$ cat config.mk
export PLATFORM = sky130hd
export DESIGN_NAME = timer_counter
export DESIGN_NICKNAME = d
export VERILOG_FILES = /design/src/rtl/timer_counter.sv
export SDC_FILE = /design/constraint.sdc
export NUM_CORES = 1
export LEC_CHECK = 0
export BUFFER_PORTS_ARGS = -buffer_cell sky130_fd_sc_hd__buf_2
export CAP_MARGIN = 10
export CORE_MARGIN = 8
export CORE_UTILIZATION = 35
export CTS_CLUSTER_SIZE = 8
export DETAILED_ROUTE_END_ITERATION = 10
export SLEW_MARGIN = 15
export SYNTH_ARGS = -nofsm -noshare
export SYNTH_HDL_FRONTEND = slang
export SYNTH_SLANG_ARGS = --single-unit
$ cat constraint.sdc
create_clock -name clk -period 1.9 [get_ports clk]
set_input_delay 0.19 -clock clk [delete_from_list [all_inputs] [get_ports clk]]
set_output_delay 0.19 -clock clk [all_outputs]
set_load 0.02 [all_outputs]
$ cat src/rtl/timer_counter.sv
// timer_counter: memory-mapped down-counting timer with one-shot and
// auto-reload modes, raising irq on terminal count.
//
// Ports:
//   clk    - system clock, all state updates on posedge
//   reset  - synchronous active-high reset
//   addr   - byte address from the bus bridge, only addr[3:2] decoded
//   we     - word write strobe (device already selected by the bridge)
//   wdata  - write data
//   rdata  - combinational read data for addr[3:2]
//   irq    - interrupt request, CTRL.IM & irq_flag
//
// Register map (addr[3:2]):
//   0 CTRL   : bit0 EN, bits2:1 MODE (01 = auto-reload, else one-shot), bit3 IM
//   1 PRESET : read/write reload value
//   2 COUNT  : read-only current count
//   3 reserved, reads 0

module timer_counter #(
    parameter int unsigned WIDTH = 32
) (
    input  logic             clk,
    input  logic             reset,
    input  logic [31:0]      addr,
    input  logic             we,
    input  logic [WIDTH-1:0] wdata,
    output logic [WIDTH-1:0] rdata,
    output logic             irq
);

    localparam int unsigned CTRL_W = 4;
    localparam int unsigned SEL_W  = 2;

    localparam logic [SEL_W-1:0] SEL_CTRL   = 2'd0;
    localparam logic [SEL_W-1:0] SEL_PRESET = 2'd1;
    localparam logic [SEL_W-1:0] SEL_COUNT  = 2'd2;

    typedef enum logic [1:0] {
        S_IDLE = 2'd0,
        S_LOAD = 2'd1,
        S_CNT  = 2'd2,
        S_INT  = 2'd3
    } state_t;

    state_t              state_q, state_d;
    logic [CTRL_W-1:0]   ctrl_q, ctrl_d;
    logic [WIDTH-1:0]    preset_q, preset_d;
    logic [WIDTH-1:0]    count_q, count_d;
    logic                flag_q, flag_d;

    logic [SEL_W-1:0]    sel;
    logic                en;
    logic                auto_mode;
    logic                wr_ctrl;
    logic                wr_preset;
    logic                count_gt1;
    logic                unused_addr;

    assign sel         = addr[3:2];
    assign unused_addr = ^{addr[31:4], addr[1:0]};

    assign en        = ctrl_q[0];
    // Only MODE 01 reloads; 10 and 11 fall back to one-shot.
    assign auto_mode = (ctrl_q[2:1] == 2'b01);
    assign wr_ctrl   = we && (sel == SEL_CTRL);
    assign wr_preset = we && (sel == SEL_PRESET);
    assign count_gt1 = (count_q > WIDTH'(1));

    // State register
    always_ff @(posedge clk) begin
        if (reset) begin
            state_q <= S_IDLE;
        end else begin
            state_q <= state_d;
        end
    end

    // Next-state logic
    always_comb begin
        state_d = state_q;
        case (state_q)
            S_IDLE: begin
                if (en) begin
                    state_d = S_LOAD;
                end
            end
            S_LOAD: begin
                state_d = S_CNT;
            end
            S_CNT: begin
                if (!en) begin
                    state_d = S_IDLE;
                end else if (!count_gt1) begin
                    state_d = S_INT;
                end
            end
            S_INT: begin
                if (auto_mode && en) begin
                    state_d = S_LOAD;
                end else begin
                    state_d = S_IDLE;
                end
            end
            default: begin
                state_d = S_IDLE;
            end
        endcase
    end

    // Register next values; bus writes are applied last so they override
    // the FSM's own updates on the same edge.
    always_comb begin
        ctrl_d   = ctrl_q;
        preset_d = preset_q;
        count_d  = count_q;
        flag_d   = flag_q;

        case (state_q)
            S_LOAD: begin
                count_d = preset_q;
            end
            S_CNT: begin
                if (en) begin
                    if (count_gt1) begin
                        count_d = count_q - WIDTH'(1);
                    end else begin
                        // Terminal count; a count of 0 saturates here too.
                        count_d = '0;
                        flag_d  = 1'b1;
                    end
                end
            end
            S_INT: begin
                if (auto_mode) begin
                    flag_d = 1'b0;
                end else begin
                    ctrl_d[0] = 1'b0;
                end
            end
            default: begin
            end
        endcase

        if (wr_ctrl) begin
            ctrl_d = wdata[CTRL_W-1:0];
            flag_d = 1'b0;
        end
        if (wr_preset) begin
            preset_d = wdata;
            flag_d   = 1'b0;
        end
    end

    // Datapath registers
    always_ff @(posedge clk) begin
        if (reset) begin
            ctrl_q   <= '0;
            preset_q <= '0;
            count_q  <= '0;
            flag_q   <= 1'b0;
        end else begin
            ctrl_q   <= ctrl_d;
            preset_q <= preset_d;
            count_q  <= count_d;
            flag_q   <= flag_d;
        end
    end

    // Outputs: combinational read mux and masked interrupt
    always_comb begin
        rdata = '0;
        case (sel)
            SEL_CTRL:   rdata = WIDTH'(ctrl_q);
            SEL_PRESET: rdata = preset_q;
            SEL_COUNT:  rdata = count_q;
            default:    rdata = '0;
        endcase
        irq = ctrl_q[3] & flag_q;
    end

endmodule
==> After elaboration in Yosys (flattened, before gate mapping) <==
Index checks and enable logic that the tools add are counted.
{ "word_totals": {"register_bits": 71, "latchBits": 0, "ram_bits": 0, "mem_bits_ro": 0, "in_bits": 67, "n_memories": 0} }
{ "op_classes": {"addsub": 1, "mul": 0, "div": 0, "magnitude_cmp": 1, "eq_ne": 12, "shift": 0, "n_mux": 16, "bitwise": 1, "reduce_logical": 13} }
{ "ops": {"columns": ["cell", "count"], "rows": [
  ["$pmux W32 S3", 1],
  ["$mux W32", 2],
  ["$pmux W32 S2", 1],
  ["$gt A32 B1 Y1 const B", 1],
  ["$sub A32 B1 Y32 const B", 1],
  ["$ne A2 B2 Y1 const B", 4],
  ["$pmux W2 S4", 1],
  ["$mux W1", 7],
  ["$eq A2 B1 Y1 const B", 3],
  ["$eq A2 B2 Y1 const B", 3],
  ["$mux W2", 3],
  ["$reduce_and A2 Y1", 3],
  ["$reduce_bool A2 Y1", 3],
  ["$logic_not A2 Y1", 2],
  ["$reduce_and A4 Y1", 1],
  ["$logic_and A1 B1 Y1", 3],
  ["$ne A3 B3 Y1 const B", 1],
  ["$reduce_or A3 Y1", 1],
  ["$ne A2 B1 Y1 const B", 1],
  ["$pmux W1 S2", 1],
  ["$and A1 B1 Y1", 1]
]} }

==> Longest topological paths before layout <==
Gate-level depths: netlist of the first run.
{ "depth": {"ltp_word": 4, "depth_mapped": 9, "depth_no_buf": 8} }

==> Worst setup path after synthesis of the first run <==
No wires, ideal clock.
{ "synth_timing": {"path_kind": "register -> register", "start": "reg count_q[4]", "end": "reg count_q[21]", "setup_ps": 74, "t_arrival_ps": 2056, "setup_slack_ps": -231, "path_stages_with_launch": 8, "n_path_buf": 1, "period_less_slack_ps": 2131, "path_cell_list": "dfxtp_1 buf_6 or4_4 or3_4 or4_4 nor4_2 a31oi_1 a31oi_1"} }
{ "synth_between": {"elab_chain_cells": 4, "word_cells_on_any_way": 5, "classes_between": "1 x add/sub; 1 x order compare; 3 x mux"} }
{ "synth_lines": {"columns": ["element", "line_no", "rtl"], "rows": [
  ["from (decl)", "48", "logic [WIDTH-1:0] count_q, count_d;"],
  ["from (signal assigned)", "164", "count_q <= count_d;"],
  ["$sub A32 B1 Y32 or $gt A32 B1 Y1 (tied branches)", "125, 67", null],
  ["$mux W32 (*)", "124", "if (count_gt1) begin"],
  ["$mux W32 (*)", "123", "if (en) begin"],
  ["$pmux W32 S2 (*)", "118", "case (state_q)"]
]} }
Every way passes the cells marked *; elsewhere a longest branch is shown, timed or not. The select of a mux whose other input is x is not followed.
A chain may end at the register's enable or synchronous reset.

==> Final worst setup path of the first run <==
Ends and elaborated chain as after synthesis.

==> metrics, run 1 <==
Setup crit end kind flop; total core area 10,800 um2; dpl hpwl roughly 11 mm; clock sink count 71; final setup vio count 29; filler cell count roughly 1,100; Distinct cells, synth 58; Clock Tree Buf Depth 2; Reg clk slew, reported paths roughly 0.070 ns; synthesized netlist cell count ~510; Syn Nets 580; routed vias/inst around 5.6; reg2reg end count_q[21]$_SDFFE_PP0P_; area of the multi-input gates roughly 2600 um2; worst-path cell chain or4_4 -> or3_4 -> or4_4 -> nor4_2 -> a31oi_1 -> a31oi_1; Detailed Route Iter0 Violations 223; DR WL/cell ~19 um; share of layout cells above drive strength 1 around 38%; leak pwr between 2 and 2.5 nW; reg2reg start count_q[4]$_SDFFE_PP0P_; WL met2 7.45 mm; max frequency around 470 MHz; Syn Area/Cell 7.59 um2; commonest cells after routing, fill and taps aside buf_4, nand2_1, buf_2; Tcrit/Tclk final 113%; number of global-route vias before repair about 4,600; Final #Nets around 740; Post-synth EDFFs 0; H-tree levels 3; I/O Buffers 69; worst hold path stage count 3; most common flop cell mapped by yosys dfxtp_1; first-pass GRT wire length 24.1 mm; Critical Path Start Type flop; metal1 wirelength roughly 6.6 mm; Slew Limit Headroom between 70% and 80%; CTS Root Buffer Type clkbuf_8; status finished, violations left; Hold Path Sink preset_q[18]$_SDFFE_PP0P_; GRT Util Overall 20.6%; Max Slew Vio Count 0; critical hold path startpoint wdata[18]; Top-Level Pins 100; peak fanout along the critical path 3; GRT overflow 0; TritonRoute pass-1 iters 5; largest net degree at the start of global routing 66; #FFs+latches synth 71; Placed Area between 5000 and 6000 um2; cell area after synthesis 3880 um2; clock skew around 0.006 ns; failing checks setup timing; DRT Wirelength 15.3 mm; Crit Path Category reg -> reg; Antenna Cells 0; wire length on met3 968 um; Num CTS Buffers 9; PnR worst setup slack -0.241 ns; Max VDD drop approximately 370 uV; FF-to-FF path depth 6; crit path time final about 2.1 ns; CP max stage delay roughly 0.54 ns; Starting Density 35.8%; Post-synth ARST share 0%; Hold/Removal Path Class in -> reg; Die W approximately 120 um; row cnt 38; WP data required between 2 and 2.5 ns; register area about 1400 um2; die area approximately 15,000 um2; antenna viol nets, final 0; flop-to-flop setup slack -0.24 ns; dpl cells between 700 and 800; CTS tree built; RSZ-0062 raised after global routing yes; most common cell after layout, fill and taps aside buf_4; sequential fraction of the synthesis area between 30% and 40%; antenna violations before repair 0; Top Layer Used met4; Finished Cell Area ~5700 um2; worst-margin pin slew ~0.45 ns; post-synthesis to final-layout area growth 48.1%; Worst-Skew Late Latency about 0.36 ns; max cap viols 0; Die Ht ~120 um; gpl congestion approximately 0.9; Final Hold Fails 0; Pwr per Cell Area 594 nW/um2; Slowest cell on crit path or4_4; setup_tns -2.88 ns; Remaining DRCs 0; Critical Path AT between 2 and 2.5 ns; fin cells about 820; Yosys warnings 0; DR vias 4,584
## state kept, by name, indices dropped and copies added, names as in the netlist
register / count
flag_q: 1
count_q: 32
preset_q: 32
ctrl_q: 4
state_q: 2
## critical path: cells and delay by family, from the launching register on
kind               cells  cell delay, ns
and+or+nand+nor        4            1.51
DFF                    1            0.36
AOI/OAI and AO/OA      2            0.20
## synth_stat cells (all sizes together), types with 5 or more instances
master	count	area, um2
a21oi	51	255
a22o	28	245
a31oi	12	75.1
a32oi	6	52.6
buf	7	38.8
clkbuf	34	129
dfxtp	71	1420
inv	7	26.3
mux2i	7	70.1
nand2	99	372
nand3	16	80.1
nor2	37	139
nor2b	5	31.3
nor3	18	90.1
nor4	18	144
o21ai	20	104
or4	5	45.0
## cell families after synthesis
| group | after synthesis | synth area share [%] |
|---|---|---|
| flops | 71 | 36.7 |
| fa+ha+maj | 2 | 0.645 |
| mux | 7 | 1.81 |
| xor+xnor | 4 | 0.904 |
| simple gates | 219 | 27.1 |
| buf+inv | 49 | 5.10 |
| compound gates | 159 | 27.8 |
## per-stage QoR
step                worst slack, ns  power [mW]  hold WS, ns  utilization [%]
floorplan                    -0.192        1.88        0.286                -
global placement             -0.235        2.18        0.431             47.2
detailed placement           -0.270        2.18        0.437             47.2
CTS                          -0.208        3.37       0.0477             51.2
global route                 -0.293        3.56       0.0679             53.0
finish                       -0.241        3.41       0.0634             53.0
## layout make-up
type,instances,area share [%]
inverter,8,0.523
multi-input combinational,391,44.7
tap,140,3.05
sequential,71,25.0
clock inverter,1,0.0872
timing repair buffer,194,23.8
clock buffer,12,2.88
## how the worst max path moves through the flow
stage                             start                  endpoint  slack [ns]  cells after the start
2_1_floorplan   count_q[4]$_SDFFE_PP0P_  count_q[21]$_SDFFE_PP0P_       -0.19                      7
3_3_place_gp   count_q[20]$_SDFFE_PP0P_   count_q[2]$_SDFFE_PP0P_       -0.24                      7
3_5_place_dp   count_q[20]$_SDFFE_PP0P_   count_q[2]$_SDFFE_PP0P_       -0.27                      7
4_1_cts        count_q[21]$_SDFFE_PP0P_   count_q[5]$_SDFFE_PP0P_       -0.21                      9
5_1_grt         count_q[4]$_SDFFE_PP0P_  count_q[21]$_SDFFE_PP0P_       -0.29                      6
6_report        count_q[4]$_SDFFE_PP0P_  count_q[21]$_SDFFE_PP0P_       -0.24                      6
## what timing repair did
action	in CTS	in global routing
setup endpoints to repair	34	34
pin swaps	12	21
resized for setup	46	27
buffers inserted	9	6
gates cloned	0	0
hold buffers	0	0
## metal layers
layer	vias up	track usage, %
met5	-	0
met2	180	34.3
met4	0	7.40
li1	2203	-
met3	25	4.09
met1	2176	25.7
## power breakdown
group          internal (mW)  switching, mW
Sequential              1.52         0.0311
Combinational          0.354          0.388
Clock                  0.558          0.561
Total                   2.43          0.980
Power figures use the tool's default switching activity.
==> inputs of run 2 (changes only) <==
Settings changed: GPL_TIMING_DRIVEN from default to 0, SLEW_MARGIN 15 to default.
==> run 2 against run 1 <==
  * The run still ends with setup timing left
  * Clock skew rose by 0.0096 ns
  * Die area unchanged
  * Sequential share of layout area grew 1.4 points
  * Setup slack worse by 0.076 ns
  * Wire length rose by 12%
  * Critical path depth down 1
  * Via count is 2.0% higher
  * Clock-buffer cell count rose by 3
  * Worst hold slack got worse by 0.0067 ns
  * Largest cell class unchanged
  * Largest power group unchanged
==> metrics, run 2 (synthesis gave the netlist of run 1 again) <==
Crit Path Category reg -> reg (unchanged); Tcrit/Tclk final 117% (was 113%); failing checks setup timing (unchanged); CTS tree built (unchanged); PnR worst setup slack -0.317 ns (was -0.241 ns); worst hold slack 0.0568 ns (was 0.0634 ns); row cnt 38 (unchanged); Num CTS Buffers 9 (unchanged); met1 usage 28.5% (was 25.7%); Remaining DRCs 0 (unchanged); die area 14,700 um2 (unchanged); critical hold path startpoint wdata[18] (unchanged); Reg clk slew, reported paths 0.08 ns (was 0.07 ns); Critical Path Start Type flop (unchanged); status finished, violations left (unchanged); clock power share 33.2% (was 32.8%); flop-to-flop setup slack -0.32 ns (was -0.24 ns); total core area 10,800 um2 (unchanged); leak pwr 2.17 nW (was 2.46 nW); DR WL/cell 22.2 um (was 18.7 um); setup_tns -5.49 ns (was -2.88 ns); Max VDD drop 301 uV (was 369 uV); Largest regs count_q x32, preset_q x32, ctrl_q x4 (unchanged); Final #Nets 696 (was 744); Final Hold Fails 0 (unchanged); max frequency 451 MHz (was 467 MHz); Comb power frac 21.6% (was 21.8%); post-synthesis to final-layout area growth 41.3% (was 48.1%); peak fanout along the critical path 6 (was 3); worst-path cell chain or4_4 -> or3_4 -> or4_4 -> a31oi_1 -> a31oi_1 (was or4_4 -> or3_4 -> or4_4 -> nor4_2 -> a31oi_1 -> a31oi_1); clock sink count 71 (unchanged); Int Power 2.40 mW (was 2.43 mW); antenna viol nets, final 0 (unchanged); grt peak-use layer met2 (unchanged); Worst-Skew Late Latency 0.36 ns (about the same); dpl hpwl 11.3 mm (was 10.7 mm); cts hold-fix bufs 0 (unchanged); routed vias/inst 6.06 (was 5.61); Net Switching 1.04 mW (was 0.980 mW); Slew Limit Headroom 43.5% (was 70.0%); global routing met2 resource utilization 35.5% (was 34.3%); max cap viols 0 (unchanged); first-pass GRT wire length 25.5 mm (was 24.1 mm); final setup vio count 32 (was 29); WP data required 2.13 ns (was 2.18 ns); H-tree levels 3 (unchanged); Slowest cell on crit path or4_4 (unchanged); Pwr per Cell Area 628 nW/um2 (was 594 nW/um2); largest net degree at the start of global routing 11 (was 66); RSZ-0062 raised after global routing yes (unchanged); TritonRoute pass-1 iters 5 (unchanged); sw frac 30.1% (was 28.7%); fin util 50.5% (was 53.0%); M3 GR Usage 5.07% (was 4.09%); CP max stage delay 0.54 ns (about the same); fin cells 771 (was 817); dpl cells 719 (was 789); number of global-route vias before repair 4,551 (was 4,604); Starting Density 35.8% (unchanged); DRT Wirelength 17.1 mm (was 15.3 mm); most common cell after layout, fill and taps aside nand2_1 (was buf_4); I/O Buffers 68 (was 69); antenna violations before repair 0 (unchanged); Die Ht 121 um (unchanged); DR vias 4,676 (was 4,584); Antenna Cells 0 (unchanged); crit path time final 2.22 ns (was 2.14 ns); Setup crit end kind flop (unchanged); commonest cells after routing, fill and taps aside nand2_1, buf_2, dfxtp_1 (was buf_4, nand2_1, buf_2); Die W 121 um (unchanged); GRT overflow 0 (unchanged); share of layout cells above drive strength 1 35.8% (was 38.4%); Crit. Startpoint count_q[1]$_SDFFE_PP0P_ (was count_q[4]$_SDFFE_PP0P_); reg2reg start count_q[1]$_SDFFE_PP0P_ (was count_q[4]$_SDFFE_PP0P_); CTS Root Buffer Type clkbuf_8 (unchanged); Clock Tree Buf Depth 2 (unchanged); Hold/Removal Path Class in -> reg (unchanged); post-place setup slack -0.905 ns (was -0.270 ns); worst-margin pin slew 0.845 ns (was 0.448 ns); sequential share of power 45.2% (was 45.4%); GRT Util Overall 22.7% (was 20.6%); clock skew 0.0156 ns (was 0.00602 ns); Max Slew Vio Count 0 (unchanged); gpl congestion 0.926 (was 0.912); Top-Level Pins 100 (unchanged); Detailed Route Iter0 Violations 392 (was 223); Critical Path AT 2.44 ns (was 2.42 ns)
## run 2: changes by cell type in the layout (fill, tap and decap cells not counted), sizes merged
cell      previous run  this run
buf                194       120
clkinv               2         1
inv                  7         6
clkbuf              12        41
clkinvlp             0         1
## run 2: critical path, delay by kind of cell (launching register included)
family | cells | cell delay (ns)
AOI/OAI and AO/OA | 2 | 0.30
DFF | 1 | 0.37
and+or+nand+nor | 3 | 1.39
## run 2: metal layers
| layer | share of wire [%] | routed length (um) | vias to the layer above |
|---|---|---|---|
| met4 | 4.5 | 777 | 0 |
| met2 | 46 | 7860 | 227 |
| met5 | 0 | 0 | - |
| met1 | 40 | 6910 | 2278 |
| li1 | - | - | 2116 |
| met3 | 9.1 | 1560 | 55 |
## run 2: final cells by class
class	count	area, um2
tap	140	175
inverter	8	42.5
sequential	71	1450
clock buffer	15	176
fill	1078	5360
multi-input combinational	391	2730
buffer	33	181
timing repair buffer	113	723
## run 2: timing repair
action / CTS / global route
pin swaps: 22 / 28
resized for setup: 104 / 61
hold endpoints to repair: 0 / 0
cloned: 1 / 0
setup buffers: 33 / 13
setup endpoints to repair: 67 / 86
## run 2: metrics by stage
| stage | area [um2] | total power, mW |
|---|---|---|
| 2_1_floorplan | 3910 | 1.88 |
| 3_3_place_gp | 4430 | 2.06 |
| 3_5_place_dp | 4430 | 2.07 |
| 4_1_cts | 5180 | 3.35 |
| 5_1_grt | 5480 | 3.56 |
| 6_report | 5480 | 3.44 |
## run 2: path summary, 6_finish.rpt
kind | depth (start not counted) | to
min reg2reg | 2 | preset_q[21]$_SDFFE_PP0P_
max reg2reg | 5 | count_q[21]$_SDFFE_PP0P_
min | 3 | preset_q[18]$_SDFFE_PP0P_
max | 5 | count_q[21]$_SDFFE_PP0P_
## run 2: power groups by stage
stage	logic (mW)	clock network (mW)	registers, mW
floorplan	0.305	0	1.57
global placement	0.478	0	1.58
detailed placement	0.482	0	1.59
CTS	0.649	1.15	1.55
global route	0.779	1.22	1.56
finish	0.742	1.14	1.56
